`config.mk`:
```
export PLATFORM = sky130hd
export DESIGN_NAME = simplecpu_boot_ctrl
export DESIGN_NICKNAME = d
export VERILOG_FILES = /design/src/rtl/simplecpu_pkg.sv /design/src/rtl/simplecpu_run_timer.sv /design/src/rtl/simplecpu_boot_ctrl.sv
export SDC_FILE = /design/constraint.sdc
export NUM_CORES = 1
export LEC_CHECK = 0
export ABC_CLOCK_PERIOD_IN_PS = 6600
export CORE_MARGIN = 2
export CORE_UTILIZATION = 45
export DETAILED_ROUTE_END_ITERATION = 10
export PLACE_DENSITY = 0.67
export SLEW_MARGIN = 20
export SYNTH_ARGS = -nofsm -noshare
export SYNTH_HDL_FRONTEND = slang
export SYNTH_SLANG_ARGS = --single-unit
```
`constraint.sdc`:
```
create_clock -name clk -period 6.6 [get_ports clk]
set_clock_uncertainty 0.15 [all_clocks]
set_input_delay 1.32 -clock clk [delete_from_list [all_inputs] [get_ports clk]]
set_output_delay 1.32 -clock clk [all_outputs]
set_load 0.05 [all_outputs]
```
`src/rtl/simplecpu_pkg.sv`:
```
// Shared sizes and FSM state type for the simplecpu boot sequencer.
// Optional checksum states are present only when SIMPLECPU_BOOT_CKSUM_EN is defined.
package simplecpu_pkg;

    localparam int unsigned RAM_DEPTH = 16;
    localparam int unsigned ADDR_W    = 4;
    localparam int unsigned DATA_W    = 8;
    localparam int unsigned CNT_W     = 16;

    typedef enum logic [2:0] {
        ST_IDLE,
        ST_LOAD,
        ST_SETTLE,
        ST_RUN,
        ST_STOP
`ifdef SIMPLECPU_BOOT_CKSUM_EN
        ,
        ST_CHECK,
        ST_ERR
`endif
    } boot_state_e;

    function automatic logic state_is_busy(boot_state_e s);
        logic b;
        b = (s == ST_LOAD) || (s == ST_SETTLE) || (s == ST_RUN);
`ifdef SIMPLECPU_BOOT_CKSUM_EN
        b = b || (s == ST_CHECK);
`endif
        return b;
    endfunction

endpackage

```
`src/rtl/simplecpu_run_timer.sv`:
```
// Run-cycle budget latch and counter; expire_o marks the last allowed run cycle.
// A latched budget of 0 never expires.
module simplecpu_run_timer
    import simplecpu_pkg::*;
(
    input  logic             clk,
    input  logic             reset,
    input  logic             load_i,
    input  logic             run_i,
    input  logic [CNT_W-1:0] budget_i,
    output logic             expire_o
);

    logic [CNT_W-1:0] budget_q, budget_d;
    logic [CNT_W-1:0] cnt_q, cnt_d;

    always_comb begin
        budget_d = budget_q;
        cnt_d    = cnt_q;
        if (load_i) begin
            budget_d = budget_i;
            cnt_d    = '0;
        end else if (run_i) begin
            cnt_d = cnt_q + CNT_W'(1);
        end
    end

    always_ff @(posedge clk or negedge reset) begin
        if (!reset) begin
            budget_q <= '0;
            cnt_q    <= '0;
        end else begin
            budget_q <= budget_d;
            cnt_q    <= cnt_d;
        end
    end

    assign expire_o = run_i && (budget_q != '0) && (cnt_q == budget_q - CNT_W'(1));

endmodule

```
`src/rtl/simplecpu_boot_ctrl.sv`:
```
// Boot/run sequencer for simplecpu: loads 16 program bytes, runs the CPU for a budget, stops.
// Optional trailing-checksum verification is enabled by SIMPLECPU_BOOT_CKSUM_EN.
module simplecpu_boot_ctrl
    import simplecpu_pkg::*;
(
    input  logic              clk,
    input  logic              reset,
    input  logic              start,
    input  logic              abort,
    input  logic [CNT_W-1:0]  run_cycles,
    input  logic              in_valid,
    input  logic [DATA_W-1:0] in_data,
    output logic              in_ready,
    output logic              cpu_reset,
    output logic              load_ram,
    output logic [ADDR_W-1:0] load_addr,
    output logic [DATA_W-1:0] load_data,
    output logic              busy,
    output logic              done,
    output logic              err
);

    boot_state_e       state_q, state_d;
    logic [ADDR_W-1:0] addr_q, addr_d;
    logic              in_ready_q, in_ready_d;
    logic              cpu_reset_q, cpu_reset_d;
    logic              load_ram_q, load_ram_d;
    logic [ADDR_W-1:0] load_addr_q, load_addr_d;
    logic [DATA_W-1:0] load_data_q, load_data_d;
    logic              busy_q, busy_d;
    logic              done_q, done_d;
    logic              accept;
    logic              timer_load;
    logic              timer_run;
    logic              timer_expire;
`ifdef SIMPLECPU_BOOT_CKSUM_EN
    logic [DATA_W-1:0] sum_q, sum_d;
    logic              err_q, err_d;
`endif

    simplecpu_run_timer u_run_timer (
        .clk      (clk),
        .reset    (reset),
        .load_i   (timer_load),
        .run_i    (timer_run),
        .budget_i (run_cycles),
        .expire_o (timer_expire)
    );

    assign timer_load = (state_q == ST_SETTLE);
    assign timer_run  = (state_q == ST_RUN);
    // in_ready_q is only ever high in the loading states, and abort suppresses the write.
    assign accept     = in_valid && in_ready_q && !abort;

    always_comb begin
        state_d     = state_q;
        addr_d      = addr_q;
        in_ready_d  = 1'b0;
        cpu_reset_d = 1'b0;
        load_ram_d  = 1'b0;
        load_addr_d = load_addr_q;
        load_data_d = load_data_q;
        done_d      = done_q;
`ifdef SIMPLECPU_BOOT_CKSUM_EN
        sum_d       = sum_q;
        err_d       = err_q;
`endif
        if (abort) begin
            state_d = ST_IDLE;
            done_d  = 1'b0;
`ifdef SIMPLECPU_BOOT_CKSUM_EN
            err_d   = 1'b0;
`endif
        end else begin
            case (state_q)
                ST_IDLE, ST_STOP
`ifdef SIMPLECPU_BOOT_CKSUM_EN
                , ST_ERR
`endif
                : begin
                    if (start) begin
                        state_d = ST_LOAD;
                        addr_d  = '0;
                        done_d  = 1'b0;
`ifdef SIMPLECPU_BOOT_CKSUM_EN
                        sum_d   = '0;
                        err_d   = 1'b0;
`endif
                    end
                end
                ST_LOAD: begin
                    in_ready_d = 1'b1;
                    if (accept) begin
                        load_ram_d  = 1'b1;
                        load_addr_d = addr_q;
                        load_data_d = in_data;
                        addr_d      = addr_q + ADDR_W'(1);
`ifdef SIMPLECPU_BOOT_CKSUM_EN
                        sum_d       = sum_q + in_data;
                        if (addr_q == ADDR_W'(RAM_DEPTH - 1)) begin
                            state_d = ST_CHECK;
                        end
`else
                        if (addr_q == ADDR_W'(RAM_DEPTH - 1)) begin
                            state_d    = ST_SETTLE;
                            in_ready_d = 1'b0;
                        end
`endif
                    end
                end
`ifdef SIMPLECPU_BOOT_CKSUM_EN
                ST_CHECK: begin
                    in_ready_d = 1'b1;
                    if (accept) begin
                        in_ready_d = 1'b0;
                        if (in_data == sum_q) begin
                            state_d = ST_SETTLE;
                        end else begin
                            state_d = ST_ERR;
                            err_d   = 1'b1;
                        end
                    end
                end
`endif
                ST_SETTLE: begin
                    state_d     = ST_RUN;
                    cpu_reset_d = 1'b1;
                end
                ST_RUN: begin
                    cpu_reset_d = 1'b1;
                    if (timer_expire) begin
                        state_d     = ST_STOP;
                        cpu_reset_d = 1'b0;
                        done_d      = 1'b1;
                    end
                end
                default: state_d = ST_IDLE;
            endcase
        end
        busy_d = state_is_busy(state_d);
    end

    always_ff @(posedge clk or negedge reset) begin
        if (!reset) begin
            state_q     <= ST_IDLE;
            addr_q      <= '0;
            in_ready_q  <= 1'b0;
            cpu_reset_q <= 1'b0;
            load_ram_q  <= 1'b0;
            load_addr_q <= '0;
            load_data_q <= '0;
            busy_q      <= 1'b0;
            done_q      <= 1'b0;
        end else begin
            state_q     <= state_d;
            addr_q      <= addr_d;
            in_ready_q  <= in_ready_d;
            cpu_reset_q <= cpu_reset_d;
            load_ram_q  <= load_ram_d;
            load_addr_q <= load_addr_d;
            load_data_q <= load_data_d;
            busy_q      <= busy_d;
            done_q      <= done_d;
        end
    end

`ifdef SIMPLECPU_BOOT_CKSUM_EN
    always_ff @(posedge clk or negedge reset) begin
        if (!reset) begin
            sum_q <= '0;
            err_q <= 1'b0;
        end else begin
            sum_q <= sum_d;
            err_q <= err_d;
        end
    end
    assign err = err_q;
`else
    assign err = 1'b0;
`endif

    assign in_ready  = in_ready_q;
    assign cpu_reset = cpu_reset_q;
    assign load_ram  = load_ram_q;
    assign load_addr = load_addr_q;
    assign load_data = load_data_q;
    assign busy      = busy_q;
    assign done      = done_q;

endmodule

```
# After elaboration in Yosys (flattened, before gate mapping)
# Cells that the tools add are included.
# classes
mux,25
n_reduce_logical,16
n_eq_ne,13
bitwise_logic,1
n_addsub,3
# ops
cell,count
$mux W16,2
$add A16 B1 Y16 const B,1
$eq A16 B16 Y1,1
$reduce_bool A16 Y1,1
$sub A16 B1 Y16 const B,1
$mux W3,5
$eq A3 B2 Y1 const B,4
$mux W1,12
$pmux W3 S4,1
$mux W4,2
$pmux W4 S2,1
$eq A3 B1 Y1 const B,2
$ne A3 B3 Y1 const B,2
$reduce_and A3 Y1,2
$add A4 B1 Y4 const B,1
$eq A4 B4 Y1 const B,1
$logic_and A1 B1 Y1,4
$ne A2 B2 Y1 const B,2
$pmux W1 S2,2
$reduce_and A4 Y1,1
$reduce_bool A2 Y1,2
$eq A3 B3 Y1 const B,1
$logic_not A3 Y1,1
$reduce_bool A3 Y1,1
other kinds (4),5
# word_totals
reg_bits,56
wordCells,69

# Depth between registers and ports, before layout
# depth
depth_word,9
depth_mapped,9
depth_no_buf,8

# Cells and area by module
# A second synthesis with hierarchy kept.
# unflattened
cells_unflattened,298
hier_area_um2,3139.3
# modules_own_cells
mod,cells_each,instances,area_each_um2
simplecpu_run_timer,202,1,1971.9
simplecpu_boot_ctrl,96,1,1167.4

# Worst setup path before layout
# Ideal clock, no wire load.
# synth_path
path_type,input -> register
start,input abort
end,"register load_data_q[2], in the netlist load_data[2]"
path_slack_ps,3698
path_stages,4
path_buffers,1
t_arrival_ps,2627
setup_ps,125
cell_sequence,nand3b_1 > nor2_1 > clkbuf_1 > mux2_2
# synth_via
elab_chain_cells,3
word_cells_on_any_way,4
cone_classes,bitwise: 1; reduce/logical: 3
# synth_lines
element,line,rtl
start: declaration,simplecpu_boot_ctrl.sv:9,"input logic abort,"
$logic_not A1 Y1,simplecpu_boot_ctrl.sv:53,assign accept = in_valid && in_ready_q && !abort;
$logic_and A1 B1 Y1,simplecpu_boot_ctrl.sv:53,
$reduce_and A3 Y1 (no source line) *,n/a,
end signal: assignment,simplecpu_boot_ctrl.sv:161,load_data_q <= load_data_d;
end: declaration,simplecpu_boot_ctrl.sv:29,"logic [DATA_W-1:0] load_data_q, load_data_d;"
# Mark *: on every way between the ends. The rest lies on a longest branch, timed or not.
# A chain may end at the register's enable or synchronous reset.

# Worst setup path after layout
# layout_path
start,input abort
end,"register load_data_q[5], in the netlist load_data[5]"
# Same word-level chain as after synthesis.

==> reports/metrics.yaml <==
clock_network:
  post_cts_buffers: 0
  postCtsHoldBufs: 0
  cts_sinks: 56
  clk_path_buf_depth: 2
  root_buffer: "clkbuf_8"
  clk_latency_ps: 320
  cts_tree: "done"
  htreeDepth: 2
  cts-buffers-inserted: 5
  cts_resized: 0
  cts.clk_slew.worst_paths_ps: 100
worst_setup_path:
  worstPathMaxFanout: 10
  worst_path_max_delay_cell: "clkdlybuf4s50_1"
  startpoint: "abort"
  cp-start-kind: "input port"
  crit_type: "input port to flip-flop"
  cp_top_family: "buffers and inverters"
  cpPeakStageDelay_ps: 480
  r2r-start: "state_q[0]"
  worstPathArrival_ps: 3140
  endpoint_kind: "flip-flop"
  crit_required_ps: 6660
  cp_num_buf_inv: 2
  worstPathCellList: "clkdlybuf4s50_1, nand3b_1, nor2_1, buf_4, mux2_2"
global_route:
  grt_use_total_pct: 18.6
  grt_max_degree: 57
  grt_antenna_before_repair: 0
  grt_first_pass_wirelength_microns: 11200
  grt_pass1_vias: 2296
  gr-total-overflow: 0
drt:
  via_per_inst: 5.51
  vias: 2412
  firstDrtPassIters: 4
  wl_microns: 6770
  drtIter0Drc: 114
  postRouteAntennaNets: 0
  wl_per_cell_microns: 15.5
  route.detailed.drc: 0
synth:
  synth_area_leader_cell: "dfrtp_1"
  synth_ff_type: "dfrtp_1"
  yosysWarnings: 0
  synth.area.top_cells: "dfrtp_1 45%, mux2_2 9.7%, nand2_1 3.5%"
  synth_top_area_share_pct: 44.6
  syn_avg_cell_area_sq_um: 10.5
  syn_inst: 300
  synth_edf_count: 0
  synthArstFlopShare_pct: 100
  syn_area_sq_mm: 0.00314
  ys_seq_area_share_pct: 44.6
  syn-num-nets: 333
  ys_ff_latch: 56
  synth_cell_types: 60
timing:
  drv_slew: 0
  hold_viol_final: 0
  setup_viol: 0
  fin_crit_sh_pct: 46.6
  rsz0062_at_grt: "false"
  max-slew-margin-rel_pct: 44.8
  fin_setup_tns_ps: 0
  period_minus_slack_ps: 3080
  max_freq_mhz: 325
  worst_slew_pin_slew_ps: 821
placed_design:
  io_buffers: 45
  place_congestion: 0.858
  place_hpwl_microns: 4790
power_and_ir_drop:
  pwr-share-comb_pct: 14.6
  leakage_nw: 1.61
  ir_worst_vdd_mv: 0.142
  swShare_pct: 28.4
  power_density_mw_per_mm2: 176
  p_seq_share_pct: 54.9
  power_mw: 0.658
  switchingPower_mw: 0.187
  p_clk_share_pct: 30.5
  internal_power_mw: 0.471
floorplanning:
  coreArea_sq_mm: 0.00679
  die-area_sq_mm: 0.00767
  initial_utilization_pct: 46.3
  num_rows: 30
  dieWidth_microns: 87.6
  num_io_pins: 47
  die_height_microns: 87.6
worst_hold_path:
  holdCritPathClass: "flip-flop to flip-flop"
  worstHoldStart: "load_data[4]"
run_status:
  status: "finished clean"
flow_run:
  cap_violations: 0
cells_and_area:
  area_growth_pct: 19.0
  nNetsFinal: 374
  layout-drive-gt1-share_pct: 16.1
  nFillCells: 601
  diodes: 0
## per-stage QoR
stage	cells	setup slack (ps)	hold slack (ps)	cell area [sq um]	utilization (%)
global placement	430	3180	342	3650	53.7
CTS	438	3520	374	3740	55.0
floorplan	300	3700	339	3140	-
detailed placement	430	3180	350	3650	53.7
finish	438	3520	369	3740	55.0
global route	438	3340	386	3740	55.0
## layer usage
layer / track usage [%] / share of wire [%]
met1: 26.6 / 46
met2: 29.3 / 47
met3: 3.49 / 5.5
met4: 4.90 / 1.3
met5: 0 / 0
## worst paths after layout
check	slack, ps	end	cells past startpoint
hold / removal	370	load_data[4]	1
setup reg to reg	3660	state_q[2]	6
max in group asynchronous	4840	load_addr[2]	2
hold reg to reg	370	load_data[4]	1
setup / recovery	3520	load_data[5]	5
min in group asynchronous	980	u_run_timer.cnt_q[2]	2
## cell type report
class                   count  area (sq um)  share of cell area (%)
well taps                  96           120                    3.21
multi-input cells         224          1630                    43.7
clock buffers               5          68.8                    1.84
repair buffers             48           468                    12.5
flip-flops and latches     56          1400                    37.5
inverters                   6          22.5                   0.602
clock inverters             3          25.0                   0.669
## cells by family after synthesis
kind of cell | count (synthesis) | synth area share (%)
other cells | 1 | 0.119
mux | 29 | 10.4
buf+inv | 20 | 3.42
flops | 56 | 44.6
xor+xnor | 20 | 5.57
compound gates | 65 | 15.1
simple gates | 105 | 19.3
fa+ha+maj | 4 | 1.59
## layout by cell type, fill, tap and decap left out, types with 2 or more instances in the layout
master           instances
dfrtp_1                 56
clkdlybuf4s50_1         44
nand2_1                 29
mux2_2                  27
nor2_1                  17
o21ai_0                 15
xnor2_1                 12
nor3_1                   9
a21o_1                   9
o31ai_1                  9
xor2_1                   8
nand4_1                  7
inv_1                    6
nand3b_1                 6
nand3_1                  6
a21oi_1                  5
clkbuf_8                 5
nand2b_1                 4
a31oi_1                  4
nor2b_1                  4
ha_1                     4
nor3b_1                  3
a22o_1                   3
buf_4                    3
or2b_2                   2
nor4_4                   2
a31o_2                   2
or3_1                    2
o211ai_1                 2
a211oi_1                 2
or4_4                    2
o21a_1                   2
o41ai_1                  2
inv_6                    2
## registers in the layout, summed over array words and instances, names as in the netlist
| name | cells |
|---|---|
| addr_q | 4 |
| busy | 1 |
| cpu_reset | 1 |
| done | 1 |
| in_ready | 1 |
| load_addr | 4 |
| load_data | 8 |
| load_ram | 1 |
| state_q | 3 |
| u_run_timer.budget_q | 16 |
| u_run_timer.cnt_q | 16 |
## power by group through the flow
| stage | registers (mW) | logic (mW) | clock network (mW) |
|---|---|---|---|
| CTS | 0.362 | 0.0971 | 0.210 |
| detailed placement | 0.368 | 0.0965 | 0 |
| global route | 0.363 | 0.102 | 0.220 |
| floorplan | 0.399 | 0.0188 | 0 |
| global placement | 0.368 | 0.0955 | 0 |
| finish | 0.362 | 0.0959 | 0.201 |
## cell usage after synthesis, types with 2 or more instances
master / instances
or4_4: 2
nand2_1: 29
nand3b_1: 6
or3_1: 2
buf_6: 3
a31oi_1: 4
buf_4: 2
o31ai_1: 9
or2b_2: 2
a21oi_1: 5
a31o_2: 2
xor2_1: 8
o211ai_1: 2
nand2b_1: 4
nand3_1: 6
nor3b_1: 3
buf_2: 2
nor4_4: 2
a211oi_1: 2
dfrtp_1: 56
nand4_1: 7
nor3_1: 9
a21o_1: 9
o21ai_0: 15
xnor2_1: 12
nor2_1: 17
a22o_1: 3
nor2b_1: 4
mux2_2: 27
clkbuf_1: 6
o21a_1: 2
o41ai_1: 2
inv_1: 6
ha_1: 4
No activity file was read; power rests on OpenSTA's default activity.
